$ cat config.mk
export PLATFORM = sky130hd
export DESIGN_NAME = count_event_monitor
export DESIGN_NICKNAME = d
export VERILOG_FILES = /design/src/rtl/count_event_monitor.sv
export SDC_FILE = /design/constraint.sdc
export NUM_CORES = 1
export LEC_CHECK = 0
export ABC_CLOCK_PERIOD_IN_PS = 2100
export BUFFER_PORTS_ARGS = -buffer_cell sky130_fd_sc_hd__buf_2
export CORE_UTILIZATION = 48
export CTS_BUF_LIST = sky130_fd_sc_hd__clkbuf_4
export DETAILED_ROUTE_END_ITERATION = 8
export PLACE_DENSITY_LB_ADDON = 0.1
export SLEW_MARGIN = 40
export SYNTH_ARGS = -nofsm -noshare
export SYNTH_HDL_FRONTEND = slang
export SYNTH_SLANG_ARGS = --single-unit
$ cat constraint.sdc
create_clock -name clk -period 2.1 [get_ports clk]
set_clock_uncertainty 0.1 [all_clocks]
set_input_delay 0.21 -clock clk [delete_from_list [all_inputs] [get_ports clk]]
set_output_delay 0.21 -clock clk [all_outputs]
set_load 0.05 [all_outputs]
$ cat src/rtl/count_event_monitor.sv
// Observer for a loadable up/down counter: classifies each sampled transition,
// keeps sticky status, a saturating wrap tally, last direction and a maskable irq.
module count_event_monitor #(
    parameter int N = 4,
    parameter int W = 8
) (
    input  logic         clk,
    input  logic         rst,
    input  logic [N-1:0] cnt_in,
    input  logic [N-1:0] hi_thr,
    input  logic [N-1:0] lo_thr,
    input  logic         clr,
    input  logic [4:0]   irq_mask,
    output logic [4:0]   status,
    output logic [W-1:0] wrap_cnt,
    output logic         dir,
    output logic         evt_valid,
    output logic         irq
);

    localparam logic [N-1:0] CNT_MAX  = '1;
    localparam logic [N-1:0] CNT_ONE  = {{(N-1){1'b0}}, 1'b1};
    localparam logic [W-1:0] WRAP_MAX = '1;
    localparam logic [W-1:0] WRAP_ONE = {{(W-1){1'b0}}, 1'b1};

    logic [N-1:0] prev_q;
    logic         prev_vld;
    logic [N-1:0] delta;
    logic         hold, up_wrap, dn_wrap, up_step, dn_step, jump;
    logic         hi_hit, lo_hit;
    logic [4:0]   status_set, status_nxt;
    logic [W-1:0] wrap_base, wrap_nxt;
    logic         dir_nxt;

    always_comb begin
        delta   = cnt_in - prev_q;
        hold    = (delta == '0);
        up_wrap = (prev_q == CNT_MAX) && (cnt_in == '0);
        dn_wrap = (prev_q == '0) && (cnt_in == CNT_MAX);
        // A wrap also has delta of +/-1, so steps exclude the wrap cases.
        up_step = !up_wrap && (delta == CNT_ONE);
        dn_step = !dn_wrap && (delta == CNT_MAX);
        jump    = !hold && !up_wrap && !dn_wrap && !up_step && !dn_step;
        hi_hit  = (prev_q < hi_thr) && (cnt_in >= hi_thr);
        lo_hit  = (prev_q > lo_thr) && (cnt_in <= lo_thr);

        status_set = {lo_hit, hi_hit, jump, dn_wrap, up_wrap} & {5{prev_vld}};
        // Clear first, then OR in this cycle's events so a same-cycle event survives clr.
        status_nxt = (clr ? 5'b0 : status) | status_set;

        wrap_base = clr ? '0 : wrap_cnt;
        wrap_nxt  = wrap_base;
        if (prev_vld && (up_wrap || dn_wrap) && (wrap_base != WRAP_MAX))
            wrap_nxt = wrap_base + WRAP_ONE;

        dir_nxt = dir;
        if (prev_vld && (up_wrap || up_step))
            dir_nxt = 1'b1;
        else if (prev_vld && (dn_wrap || dn_step))
            dir_nxt = 1'b0;
    end

    always_ff @(posedge clk or negedge rst) begin
        if (!rst) begin
            prev_q    <= '0;
            prev_vld  <= 1'b0;
            status    <= '0;
            wrap_cnt  <= '0;
            dir       <= 1'b1;
            evt_valid <= 1'b0;
            irq       <= 1'b0;
        end else begin
            prev_q    <= cnt_in;
            prev_vld  <= 1'b1;
            status    <= status_nxt;
            wrap_cnt  <= wrap_nxt;
            dir       <= dir_nxt;
            evt_valid <= prev_vld && !hold;
            irq       <= |(status_nxt & irq_mask);
        end
    end

endmodule

==> After elaboration in Yosys (flattened, before gate mapping) <==
Index checks and enable logic that the tools add are counted.
{ "totals": {"output_inout_bits": 16, "inputBits": 20, "reg_bits": 21} }
{ "op_classes": {"addsub": 2, "n_reduce_logical": 28, "muxes": 5, "order_cmp": 4, "eq_ne": 5, "bitwise": 3} }
{ "ops": {"columns": ["cell", "count"], "rows": [
  ["8-bit two-way mux", 2],
  ["1-bit logical AND", 15],
  ["4-bit equality test, second input constant", 3],
  ["4-bit logical NOT", 3],
  ["5-bit bitwise AND", 2],
  ["8-bit by 1-bit adder with 8-bit output, second input constant", 1],
  ["8-bit != test, second input constant", 1],
  ["1-bit logical NOT", 5],
  ["5-bit two-way mux", 1],
  ["5-bit OR", 1],
  ["5-bit OR reduction", 1],
  ["4-bit by 1-bit equality test with 1-bit output, second input constant", 1],
  ["4-bit greater-or-equal comparator", 1],
  ["4-bit > comparator", 1],
  ["4-bit less-or-equal comparator", 1],
  ["4-bit < comparator", 1],
  ["4-bit subtractor", 1],
  ["1-bit logical OR", 3],
  ["1-bit two-way mux", 2],
  ["2-bit nonzero test", 1]
]} }

==> Longest topological paths before layout <==
{ "depth": {"ltp_word": 11, "depth_mapped": 9, "ltp_nobuf": 9} }

==> Worst setup path before layout <==
Ideal clock, no wire load.
{ "synth_timing": {"path_type": "register to register", "startpoint": "reg wrap_cnt[0]", "endpoint": "reg wrap_cnt[1]", "t_arrival_ns": 2.117, "period_less_slack_ns": 2.342, "path_buffers": 0, "stages_incl_launch_ff": 7, "setup_slack_ns": -0.242, "setup_ns": 0.125, "path_cell_list": "dfrtp_1 -> nor2b_1 -> ha_1 -> nand2_1 -> o41ai_4 -> a21oi_1 -> mux2_2"} }
{ "synth_between": {"elab_chain_cells": 4} }
{ "synth_lines": {"columns": ["item", "line", "source"], "rows": [
  ["start: declaration", "15", "output logic [W-1:0] wrap_cnt,"],
  ["start signal: assignment", "76", "wrap_cnt <= wrap_nxt;"],
  ["8-bit two-way mux *", "51", "wrap_base = clr ? '0 : wrap_cnt;"],
  ["branches (longest 2 deep; another with 8-bit by 1-bit adder with 8-bit output)", null, null],
  ["8-bit two-way mux *", "53", "if (prev_vld && (up_wrap || dn_wrap) && (wrap_base != WRAP_MAX))"],
  ["via wrap_nxt[1]", "32", "logic [W-1:0] wrap_base, wrap_nxt;"]
]} }
Mark *: on every way through the listed nets, which the timed path passes.
A chain may end at the register's enable or synchronous reset.

==> Worst setup path in the final report <==
{ "layout_timing": {"startpoint": "reg prev_q[0]", "endpoint": "reg irq"} }
{ "layout_between": {"elab_chain_cells": 11} }
{ "layout_lines": {"columns": ["item", "line", "source"], "rows": [
  ["start: declaration", "26", "logic [N-1:0] prev_q;"],
  ["start signal: assignment", "73", "prev_q <= cnt_in;"],
  ["4-bit subtractor or 4-bit equality test (tied branches)", "36, 38", null],
  ["4-bit logical NOT or 1-bit logical AND (tied branches)", "37, 38", null],
  ["1-bit logical NOT (on tied branches)", "43, 41", null],
  ["1-bit logical AND (on tied branches)", "43, 41", null],
  ["1-bit logical AND or 1-bit logical NOT (tied branches)", "43", "jump = !hold && !up_wrap && !dn_wrap && !up_step && !dn_step;"],
  ["1-bit logical AND (2 in series)", "43", null],
  ["5-bit bitwise AND *", "47", "status_set = {lo_hit, hi_hit, jump, dn_wrap, up_wrap} & {5{prev_vld}};"],
  ["5-bit OR *", "49", "status_nxt = (clr ? 5'b0 : status) | status_set;"],
  ["5-bit bitwise AND *", "79", "irq <= |(status_nxt & irq_mask);"],
  ["5-bit OR reduction *", "79", null],
  ["end signal: assignment", "79", null],
  ["end: declaration", "18", "output logic irq"]
]} }
Every way passes the cells marked *; elsewhere a longest branch is shown, timed or not.

==> run_results.csv <==
group,metric,value,unit
status,status,"finished, final reports clean",
detailed_routing,wirelength,3509,um
placed_design,gp_congestion,0.9093,
synth,ys_seq_area_share,34.01,%
sta,rsz0062_at_grt,"true",
grt,grt_pass1_wl,5796,um
flow_run,cap_violations,0,
cells_and_area,area_growth,31.26,%
worst_setup_path,critPathKind,"flip-flop to flip-flop",
cells_and_area,diodes,0,
floorplanning,ioPinCount,36,
grt,grt_pass1_vias,1313,
worst_setup_path,arrival,2160,ps
grt,antenna_found_initial,0,
worst_setup_path,r2r_start,"prev_q[0]",
sta,hold_viol,0,
worst_setup_path,reg2reg_slack,30,ps
synth,syn_area_per_cell,9.866,um^2
synth,synthDistinctLibCells,47,
floorplanning,die_h,58.81,um
synth,yosysWarnings,0,
grt,grt_overflow,0,
pwr,power.total,1051,uW
sta,drv_slew,0,
min_path,hold_class,"input pin to flip-flop",
clock_network,htree_num_levels,1,
pwr,p_leak,0.0009633,uW
grt,grt_start_max_net_pins,22,
sta,finalCritPeriodShare,98.55,%
worst_setup_path,rr_worst_depth,8,
synth,syn_area,1549,um^2
sta,max_slew_margin,66.00,%
synth,synth-seq-cells,21,
placed_design,place_hpwl,2710,um
detailed_routing,route.detailed.drc,0,
sta,tightest_slew,510.0,ps
worst_setup_path,r2r_end,"irq",
clock_network,clk_latency,310,ps
clock_network,cts_tree,"done",
placed_design,dp.cells,242,
placed_design,portBuffers,35,
floorplanning,rows,20,
synth,synthArstFlopShare,100.0,%
cells_and_area,drive_gt1_share,39.13,%
detailed_routing,routedWlPerCell,13.98,um
min_path,whs_path_depth,2,
synth,synthesis.nets,197,
detailed_routing,drt_iter0_markers,42,
clock_network,clock_path_buffers,2,
clock_network,cts.sinks,21,
detailed_routing,vias,1336,
grt,track_usage,22.22,%
floorplanning,fp.coreArea,3053,um^2
sta,setup_viol,0,
sta,timing.fmax,0.4832,GHz
worst_setup_path,cp_max_fo,3,
sta,period_minus_slack,2070,ps
detailed_routing,viasPerCell,5.323,
pwr,powerDensity,516.7,nW/um^2
cells_and_area,nets,248,
synth,synth_cells,157,
synth,synth_edf_count,0,
pwr,ir_drop,0.3209,mV
worst_setup_path,cp-end-kind,"flip-flop",
detailed_routing,antenna_left,0,
worst_setup_path,critPathLaunchType,"flip-flop",
floorplanning,fp.dieArea,3458,um^2
clock_network,cts.clk_slew.worst_paths,120,ps
floorplanning,start_util,50.74,%
floorplanning,die_x,58.81,um
clock_network,numCtsBuffers,3,
min_path,worstHoldStart,"cnt_in[0]",
min_path,worstHoldEndpoint,"prev_q[0]",
detailed_routing,dr.pass1.iters,4,
synth,synthFlopType,"dfrtp_1",
clock_network,cts_root_buf,"clkbuf_4",
cells_and_area,final_cells,251,
worst_setup_path,required,2190,ps
[cell usage after synthesis, types with 2 or more instances]
master / count / area [um^2]
a2111oi_2: 4 / 60.06
a211oi_1: 2 / 15.01
a21oi_1: 8 / 40.04
a31oi_1: 2 / 12.51
dfrtp_1: 20 / 500.5
ha_1: 19 / 237.7
inv_1: 24 / 90.09
nand2_1: 7 / 26.28
nand3_1: 2 / 10.01
nand4_1: 2 / 12.51
nand4bb_1: 3 / 33.78
nor2_1: 8 / 30.03
nor2b_1: 8 / 50.05
o21ai_0: 7 / 35.03
o31ai_1: 2 / 15.01
xnor2_1: 6 / 52.55
xor2_1: 3 / 26.28
[layout make-up]
| cell class | count | area [um^2] |
|---|---|---|
| fillers | 277 | 1020 |
| repair buffers | 49 | 291.5 |
| well taps | 44 | 55.05 |
| flip-flops and latches | 21 | 531.8 |
| multi-input cells | 109 | 1037 |
| clock inverters | 1 | 5.005 |
| inverters | 24 | 90.09 |
| clock buffers | 3 | 22.52 |
[what timing repair did]
| action | 4_1_cts | 5_1_grt |
|---|---|---|
| gates resized for setup | 0 | 23 |
| hold endpoints to repair | 22 | 0 |
| gates cloned | 0 | 0 |
| pin swaps | 0 | 2 |
| setup endpoints to repair | 1 | 6 |
| hold buffers | 3 | 0 |
| setup buffers | 0 | 2 |
[worst max-delay path by stage]
stage	slack [ps]	cells after the start	to	from
after floorplan	-40	6	wrap_cnt[1]	wrap_cnt[0]
after global placement	40	10	irq	cnt_in[0]
after detailed placement	0.2	10	irq	cnt_in[0]
after CTS	-7	8	irq	prev_q[0]
after global routing	-40	8	irq	prev_q[0]
final	30	8	irq	prev_q[0]
[critical path, stage by stage (launching register included)]
cell,delay (ps)
dfrtp_1,400
ha_2,180
inv_2,50
fa_2,450
buf_6,140
o22a_1,150
o2111a_1,160
o31ai_2,210
o211ai_1,120
[placed cells by master (no fill, tap or decap), drive strengths merged, types with 2 or more instances in the layout]
master       netlist  final
dfrtp             20     20
nor2               8      8
nor2b              8      8
a2111oi            4      4
o21ai              7      7
buf                2     46
nand2              7      7
dlygate4sd3        0      3
nand4              2      2
xnor2              6      6
nand4bb            4      4
clkbuf             1      3
a21oi              8      8
or2                2      2
a31oi              2      2
o31ai              2      2
ha                19     19
inv               24     24
a211oi             2      2
nand3              2      2
o41ai              2      2
xor2               3      3
[registers in the layout, summed over array words and instances, names as in the netlist]
name,count
wrap_cnt,8
status,5
prev_q,4
dir,1
evt_valid,1
irq,1
prev_vld,1
[cells by family (layout without fill, tap and decap cells)]
group,count (synthesis),after routing,synth area share (%)
flip-flops,21,21,34.01
multiplexers,1,1,0.7269
buffers and inverters,27,77,7.108
other,1,1,0.2421
AND/OR/NAND/NOR,40,40,16.08
AO/OA/AOI/OAI,38,38,20.11
XOR/XNOR,9,9,5.089
adder cells (fa/ha/maj),20,20,16.64
[through the flow]
step,instance area (um^2),hold WS [ps],worst slack [ps],setup TNS (ps),util (%)
4_1_cts,1921,27.13,-7.002,-7.002,62.91
6_report,2033,40.26,30.36,0,66.60
3_5_place_dp,1863,102.4,0.2184,0,61.02
5_1_grt,2033,38.23,-44.98,-83.89,66.60
3_3_place_gp,1863,98.05,35.85,0,61.02
2_1_floorplan,1585,-185.6,-35.84,-35.84,-
[where the power goes]
| group | switching [uW] | internal (uW) |
|---|---|---|
| registers | 21.0 | 442 |
| clock network | 131 | 71.2 |
| logic | 238 | 148 |
[metal layers]
layer | global-route usage [%] | wire length (um)
met1 | 31.67 | 1757
met2 | 35.39 | 1605
met4 | 6.122 | 27
met5 | 0 | 0
met3 | 2.857 | 119
(Power assumes the default switching activity.)
